[src/rtl/shift_wb_buffer.sv]
// rtl/shift_wb_buffer.sv - shift-unit writeback buffer: rd alignment, result FIFO, credit.
// Optional same-cycle bypass when SHIFT_WB_BYPASS_EN is defined.
module shift_wb_buffer #(
  parameter int DEPTH = 2,
  parameter int DW    = 32,
  parameter int AW    = 5
) (
  input  logic          i_clk,
  input  logic          i_rstn,
  input  logic          i_flush,
  input  logic          i_issue_valid,
  input  logic [AW-1:0] i_issue_rd,
  output logic          o_issue_ready,
  input  logic [DW-1:0] i_shift_result,
  output logic          o_wb_valid,
  output logic [AW-1:0] o_wb_rd,
  output logic [DW-1:0] o_wb_data,
  input  logic          i_wb_ready,
  output logic          o_busy
);

  localparam int PW = (DEPTH > 1) ? $clog2(DEPTH) : 1;
  localparam int CW = $clog2(DEPTH) + 1;
  localparam int EW = AW + DW;

  logic          pend_valid_q, pend_valid_d;
  logic [AW-1:0] pend_rd_q, pend_rd_d;
  logic [CW-1:0] occ_q, occ_d;
  logic [PW-1:0] rd_ptr_q, rd_ptr_d;
  logic [PW-1:0] wr_ptr_q, wr_ptr_d;
  logic [EW-1:0] mem_q [DEPTH];
  logic [EW-1:0] mem_d [DEPTH];

  logic [CW:0]   inflight;
  logic          fifo_valid;
  logic [EW-1:0] fifo_head;
  logic          byp_cond;
  logic          bypass_taken;
  logic          acc;
  logic          push;
  logic          pop;

  // Credit counts the in-flight shifter op so its result always has a slot.
  assign inflight      = {1'b0, occ_q} + {{CW{1'b0}}, pend_valid_q};
  assign o_issue_ready = (inflight < (CW+1)'(DEPTH));
  assign acc           = i_issue_valid & o_issue_ready & ~i_flush;

  assign fifo_valid = (occ_q != '0);
  assign fifo_head  = mem_q[rd_ptr_q];

`ifdef SHIFT_WB_BYPASS_EN
  assign byp_cond = ~fifo_valid & pend_valid_q & (pend_rd_q != '0) & ~i_flush;
`else
  assign byp_cond = 1'b0;
`endif

  assign bypass_taken = byp_cond & i_wb_ready;

  always_comb begin
    o_wb_valid = fifo_valid | byp_cond;
    o_wb_rd    = fifo_head[EW-1:DW];
    o_wb_data  = fifo_head[DW-1:0];
    if (byp_cond) begin
      o_wb_rd   = pend_rd_q;
      o_wb_data = i_shift_result;
    end
  end

  assign pop    = o_wb_valid & i_wb_ready & fifo_valid;
  assign push   = pend_valid_q & (pend_rd_q != '0) & ~i_flush & ~bypass_taken;
  assign o_busy = pend_valid_q | fifo_valid;

  always_comb begin
    pend_valid_d = acc;
    pend_rd_d    = acc ? i_issue_rd : pend_rd_q;
    occ_d        = occ_q;
    rd_ptr_d     = rd_ptr_q;
    wr_ptr_d     = wr_ptr_q;
    mem_d        = mem_q;
    if (i_flush) begin
      occ_d    = '0;
      rd_ptr_d = '0;
      wr_ptr_d = '0;
    end else begin
      if (push) begin
        mem_d[wr_ptr_q] = {pend_rd_q, i_shift_result};
        wr_ptr_d        = wr_ptr_q + PW'(1);
      end
      if (pop) begin
        rd_ptr_d = rd_ptr_q + PW'(1);
      end
      occ_d = occ_q + CW'(push) - CW'(pop);
    end
  end

  always_ff @(posedge i_clk or negedge i_rstn) begin
    if (!i_rstn) begin
      pend_valid_q <= 1'b0;
      pend_rd_q    <= '0;
      occ_q        <= '0;
      rd_ptr_q     <= '0;
      wr_ptr_q     <= '0;
      for (int i = 0; i < DEPTH; i++) begin
        mem_q[i] <= '0;
      end
    end else begin
      pend_valid_q <= pend_valid_d;
      pend_rd_q    <= pend_rd_d;
      occ_q        <= occ_d;
      rd_ptr_q     <= rd_ptr_d;
      wr_ptr_q     <= wr_ptr_d;
      for (int i = 0; i < DEPTH; i++) begin
        mem_q[i] <= mem_d[i];
      end
    end
  end

endmodule

[config.mk]
export PLATFORM = sky130hd
export DESIGN_NAME = shift_wb_buffer
export DESIGN_NICKNAME = d
export VERILOG_FILES = /design/src/rtl/shift_wb_buffer.sv
export SDC_FILE = /design/constraint.sdc
export NUM_CORES = 1
export LEC_CHECK = 0
export BUFFER_PORTS_ARGS = -buffer_cell sky130_fd_sc_hd__buf_2
export CAP_MARGIN = 20
export CORE_MARGIN = 3
export CORE_UTILIZATION = 54
export CTS_CLUSTER_DIAMETER = 150
export CTS_CLUSTER_SIZE = 12
export DETAILED_ROUTE_END_ITERATION = 6
export PLACE_DENSITY = 0.84
export SYNTH_ARGS = -nofsm -noshare
export SYNTH_HDL_FRONTEND = slang
export SYNTH_SLANG_ARGS = --single-unit
[constraint.sdc]
create_clock -name i_clk -period 2.6 [get_ports i_clk]
set_clock_uncertainty 0.1 [all_clocks]
set_input_delay 0.52 -clock i_clk [delete_from_list [all_inputs] [get_ports i_clk]]
set_output_delay 0.52 -clock i_clk [all_outputs]
set_load 0.05 [all_outputs]
==> results of run 1 <==
## sequential cells by signal, indices dropped and copies added, names as in the netlist
name / count
rd_ptr_q: 1
pend_valid_q: 1
wr_ptr_q: 1
pend_rd_q: 5
mem_q: 74
occ_q: 2
## power by group
part | internal (mW) | switching [mW] | leakage, nW
clock | 0.448 | 0.475 | 0.0923
combinational | 1.10 | 2.01 | 0.987
sequential | 1.88 | 0.305 | 1.04
total | 3.43 | 2.79 | 2.12
## per-layer routing
| layer | GRT usage (%) | vias up | wire length, um |
|---|---|---|---|
| li1 | - | 1020 | - |
| met1 | 22.96 | 1117 | 2960 |
| met2 | 30.90 | 56 | 3322 |
| met3 | 4.283 | 10 | 308 |
| met4 | 7.005 | 0 | 99 |
| met5 | 0 | - | 0 |
## area by class of cell
| type | count | area share [%] |
|---|---|---|
| Timing Repair Buffer | 88 | 11.07 |
| Clock buffer | 9 | 2.825 |
| Clock inverter | 7 | 1.712 |
| Sequential cell | 84 | 47.97 |
| Inverter | 3 | 0.2568 |
| Multi-Input combinational cell | 137 | 33.96 |
| Tap cell | 77 | 2.197 |
## through the flow
| step | instance area, um2 | utilization [%] |
|---|---|---|
| after floorplan | 3689 | - |
| after global placement | 4185 | 64.44 |
| after detailed placement | 4185 | 64.44 |
| after CTS | 4384 | 67.50 |
| after global routing | 4384 | 67.50 |
| final | 4384 | 67.50 |
## placed cells by master (no fill, tap or decap)
cell        netlist  layout
nor2_1            3       3
inv_6             0       2
buf_12            0       2
clkinvlp_4        0       3
nand3b_1          1       1
xor2_1            1       1
mux2_1            2       2
or4_4             1       1
o211ai_4          1       2
o21a_1            1       1
o21ai_0           1       1
or3_1             1       1
a21bo_2           1       1
clkinv_2          0       1
dfrtp_1          84      83
xnor2_1           2       2
or2_2             2       2
ha_1              2       2
mux2_2          114     114
clkbuf_8          0       9
inv_1             3       3
buf_2             1      80
nor2b_1           2       2
dfrtp_2           0       1
buf_4             1       6
bufinv_16         0       1
a21oi_1           1       1
## cell families (layout without fill, tap and decap cells)
| kind of cell | after synthesis | in the layout | share of synthesized area (%) |
|---|---|---|---|
| multiplexers | 116 | 116 | 35.41 |
| flip-flops | 84 | 84 | 56.99 |
| buffers and inverters | 14 | 107 | 2.883 |
| AND/OR/NAND/NOR | 10 | 10 | 1.662 |
| AO/OA/AOI/OAI | 6 | 6 | 1.662 |
| XOR/XNOR | 3 | 3 | 0.7125 |
| adder cells (fa/ha/maj) | 2 | 2 | 0.6783 |
## how the worst min path moves through the flow
stage / start / endpoint / slack [ns]
floorplan: i_rstn / mem_q[0] / 0.12
global placement: mem_q[0] / mem_q[0] / 0.37
detailed placement: mem_q[0] / mem_q[0] / 0.38
CTS: i_rstn / mem_q[22] / 0.17
global route: i_rstn / mem_q[36] / 0.20
finish: i_rstn / mem_q[10] / 0.15
==> metrics, run 1 <==
outcome finished, final reports clean; CP max stage delay between 0.4 and 0.5 ns; Pins Over Slew Limit 0; Power Dens Cells around 1400 nW/um2; Yosys reg bits 84; crit path setup slack, layout 0.2951 ns; Core ar. around 6500 um2; fill count ~460; syn_nets ~280; Power, Total slightly above 6 mW; Detailed Routing Iterations Pass 1 4; Setup Buffers After CTS 0; Required @ worst endpoint a little under 2 ns; commonest cells in the netlist 114 x mux2_2, 84 x dfrtp_1; Die X 88.65 um; hold_ws 0.1489 ns; f_max about 430 MHz; EDFF count, synth 0; Die Area 7858 um2; RSZ-0062 raised after global routing false; Buffers & Inverters on Critical Path 2; post-CTS sizing 0; critical path class flip-flop to output pin; Finished Layout Cells 405; post-detail-place hpwl 4607 um; initial antenna violation count 0; Lkg Pwr roughly 2.1 nW; critical-path maximum fanout 33; area of the mapped netlist around 3700 um2; Sequential Area 2103 um2; syn avg cell area between 15 and 20 um2; largest net degree at the start of global routing between 60 and 70; Reg clk slew, reported paths ~0.09 ns; minimum clock period ~2.3 ns; Max H-tree Level 3; maxcap violations 0; area delta synth->final 18.86%; Synth top area share 56.99%; Avg Vias per Cell between 5 and 6; CP startpoint kind flip-flop; gpl congestion about 0.76; CTS Buf Count 9; TritonCTS clock tree yes; number of global-route vias before repair roughly 2,400; Worst slew margin between 40% and 50%; vias approximately 2,200; Peak supply drop approximately 0.85 mV; most numerous cell in the Yosys netlist mux2_2; Hold Buf Count CTS 0; DRC viols 0; # diodes 0; Yosys warning total 0; All-Layer GR Usage a little under a fifth; share of cells above drive strength 1 slightly below 70%; critical path depth 3; CP endpoint o_wb_rd[1]; critical path endpoint category output pin; Worst Max-Slew Pin Slew around 0.76 ns; multi-input combinational cell area approximately 1500 um2; Starting Density about 57%; final hold violation count 0; detailed router's first-iteration violation count 37; worst-skew pair later-pin latency 0.34 ns; placed insts approximately 400; worst slack at placement 0.3942 ns; slowest CP cell dfrtp_2; Arr. time, crit path roughly 1.7 ns; nets 367; Synth cell types 25; WL per Instance 16.52 um; worst min-delay path class input port to async pin; Critical Path Source rd_ptr_q; worst r2r src pend_rd_q[0]; post-synth top area cell dfrtp_1; global-route wire length before repair 10,940 um; I/O pin cnt slightly above 80; setup_tns 0 ns; worst-case clock buffer depth 2; r2r worst-path depth 7; Chip Height 88.65 um; remaining antenna violation count 0; num rows 29; Root Driver clkbuf_8; fraction of registers with async set or reset after synthesis 100.0%; worst-path cell chain buf_12, mux2_2, buf_2; Final setup viols 0; CP top delay family flip-flops; reg2reg setup slack 0.36 ns; FF-to-FF End occ_q[0]; GR Overflow Total 0; Most used DFF post-synth dfrtp_1; period utilisation layout between 80% and 90%; post-synthesis sequential area ratio between 50% and 60%; final wirelength 6691 um; total clock sinks 84; top post-synthesis cells by area dfrtp_1 57%, mux2_2 35%, buf_8 1.2%; Mapped Cells around 240; Port Buffers 81
Power figures use the tool's default switching activity.
==> run 2: changes to the inputs <==
--- a/config.mk
+++ b/config.mk
@@ -12,6 +12,7 @@
 export CTS_CLUSTER_DIAMETER = 150
 export CTS_CLUSTER_SIZE = 12
 export DETAILED_ROUTE_END_ITERATION = 6
+export GPL_TIMING_DRIVEN = 0
 export PLACE_DENSITY = 0.84
 export SYNTH_ARGS = -nofsm -noshare
 export SYNTH_HDL_FRONTEND = slang
==> run 2 against run 1 <==
  * Wire length down 0.55%
  * Cell area up 1.8%
  * Utilization up 1.2 points
==> metrics, run 2 (synthesis gave the netlist of run 1 again) <==
outcome finished, final reports clean; Pins Over Slew Limit 0 (unchanged); Die Area 7858 um2 (unchanged); Arr. time, crit path 1.85 ns (+0.17 ns); detailed router's first-iteration violation count 42 (+14%); Starting Density 56.79% (unchanged); All-Layer GR Usage 18.69% (+0.36 points); area delta synth->final 20.96%; Avg Vias per Cell 5.305 (-2.5%); number of global-route vias before repair 2,351 (-1.1%); initial antenna violation count 0 (unchanged); I/O pin cnt 82 (unchanged); WL per Instance 16.23 um (-1.8%); CP dominant cell by count buf_2; final wirelength 6654 um (-0.55%); vias 2,175 (-1.3%); critical-path maximum fanout 10 (-70%); most frequent cells in the layout 114 x mux2_2, 84 x dfrtp_1, 82 x buf_2; most flop-heavy register mem_q; Die X 88.65 um (unchanged); Chip Height 88.65 um (unchanged); worst-path cell chain clkbuf_2, buf_2, mux2_2, buf_2; slowest CP cell mux2_2; global-route wire length before repair 11,040 um (+0.89%); largest net degree at the start of global routing 47 (-28%); worst min-delay path class input port to async pin; num rows 29 (unchanged); GR Overflow Total 0 (unchanged); RSZ-0062 raised after global routing false; final hold violation count 0 (unchanged); placed cell area 4220 um2 (+0.84%); Peak supply drop 0.8807 mV (+3.5%); period utilisation layout 94.92% (+6.3 points); final core utilization 68.70% (+1.2 points); Largest register FFs 74 (unchanged); gpl congestion 0.7219 (-5.0%); Detailed Routing Iterations Pass 1 4 (unchanged); Required @ worst endpoint 1.98 ns (about the same); maxcap violations 0 (unchanged); total clock sinks 84 (unchanged); TritonCTS clock tree yes; CTS Buf Count 9 (unchanged); share of cells above drive strength 1 68.47% (-0.13 points); Power, Total 6.345 mW (+2.1%); nets 372 (+1.4%); Max H-tree Level 3 (unchanged); multi-input combinational cell area 1480 um2 (-0.59%); commonest non-fill, non-tap cell in the layout mux2_2; critical path class flip-flop to output pin; minimum clock period 2.468 ns (+0.1631 ns); # diodes 0 (unchanged); design area 4462 um2 (+1.8%); Worst Max-Slew Pin Slew 0.6718 ns (-0.08962 ns); remaining antenna violation count 0 (unchanged); Port Buffers 81 (unchanged); Root Driver clkbuf_8; top flop regs mem_q: 74 flops, pend_rd_q: 5 flops, occ_q: 2 flops; worst-case clock buffer depth 2 (unchanged); worst-skew pair later-pin latency 0.33 ns (about the same); setup_tns 0 ns (unchanged); Lkg Pwr 2.167 nW (+2.2%); Power Dens Cells 1422 nW/um2 (+0.28%); Sequential Area 2102 um2 (about the same); r2r worst-path depth 4 (-3); critical path endpoint category output pin; Worst slew margin 55.21% (+6.0 points); CP startpoint kind flip-flop; DRC viols 0 (unchanged); CP max stage delay 0.37 ns (-0.11 ns); Reg clk slew, reported paths 0.08 ns (about the same); Core ar. 6495 um2 (unchanged); fill count 470 (+2.0%); f_max 405.2 MHz (-6.6%); post-detail-place hpwl 4807 um (+4.3%); Final setup viols 0 (unchanged)
run 2: cell types whose count changed in the layout (fill, tap and decap cells not counted), sizes merged:
cell,delta
inv,-2
buf,+2
clkinvlp,-3
bufinv,+1
clkinv,+1
clkbuf,+6
run 2: per-stage QoR:
| step | cells | hold slack, ns | setup slack (ns) |
|---|---|---|---|
| CTS | 410 | 0.05046 | 0.05454 |
| detailed placement | 394 | 0.3834 | 0.01713 |
| floorplan | 235 | 0.1244 | 0.4640 |
| finish | 410 | 0.05273 | 0.1320 |
| global placement | 393 | 0.3701 | 0.007689 |
| global route | 410 | 0.07009 | 0.002233 |
run 2: cell type report:
type | instances | share of cell area [%]
plain buffers | 11 | 2.271
inverters | 3 | 0.2524
well taps | 77 | 2.159
multi-input cells | 137 | 33.17
flip-flops and latches | 84 | 47.11
repair buffers | 82 | 9.759
clock inverters | 4 | 1.570
clock buffers | 12 | 3.702
run 2: what timing repair did:
item,4_1_cts,5_1_grt
setup endpoints to repair,20,10
resized for setup,3,2
hold buffers,0,0
buffers inserted,0,0
run 2: final timing paths:
check | startpoint | end | slack, ns
worst max-delay path | rd_ptr_q | o_wb_data[8] | 0.13
worst min-delay path | i_rstn | mem_q[11] | 0.05
worst max register to register | pend_rd_q[0] | mem_q[11] | 0.38
worst min register to register | mem_q[0] | mem_q[0] | 0.40
max in group asynchronous | i_rstn | mem_q[33] | 1.76
min in group i_clk | i_issue_rd[3] | pend_rd_q[3] | 0.32
run 2: worst max-delay path: cells and delay by family, from the launching register on:
kind | cells | cell delay [ns]
buffers and inverters | 3 | 0.79
DFF | 1 | 0.35
muxes | 1 | 0.37
run 2: power breakdown:
group	switching (mW)	total, mW	internal [mW]	leakage [nW]
Sequential	0.294	2.17	1.88	1.04
Combinational	2.02	3.13	1.10	1.00
Clock	0.430	1.05	0.617	0.122
Total	2.75	6.34	3.60	2.17
run 2: layer usage:
| metal | track usage, % | part of all wire, % | up-vias | wire length, um |
|---|---|---|---|---|
| met1 | 23.92 | 44 | 1098 | 2942 |
| li1 | - | - | 1021 | - |
| met4 | 7.830 | 0.77 | 0 | 51 |
| met5 | 0 | 0 | - | 0 |
| met3 | 3.818 | 4.3 | 4 | 284 |
| met2 | 30.97 | 51 | 52 | 3376 |
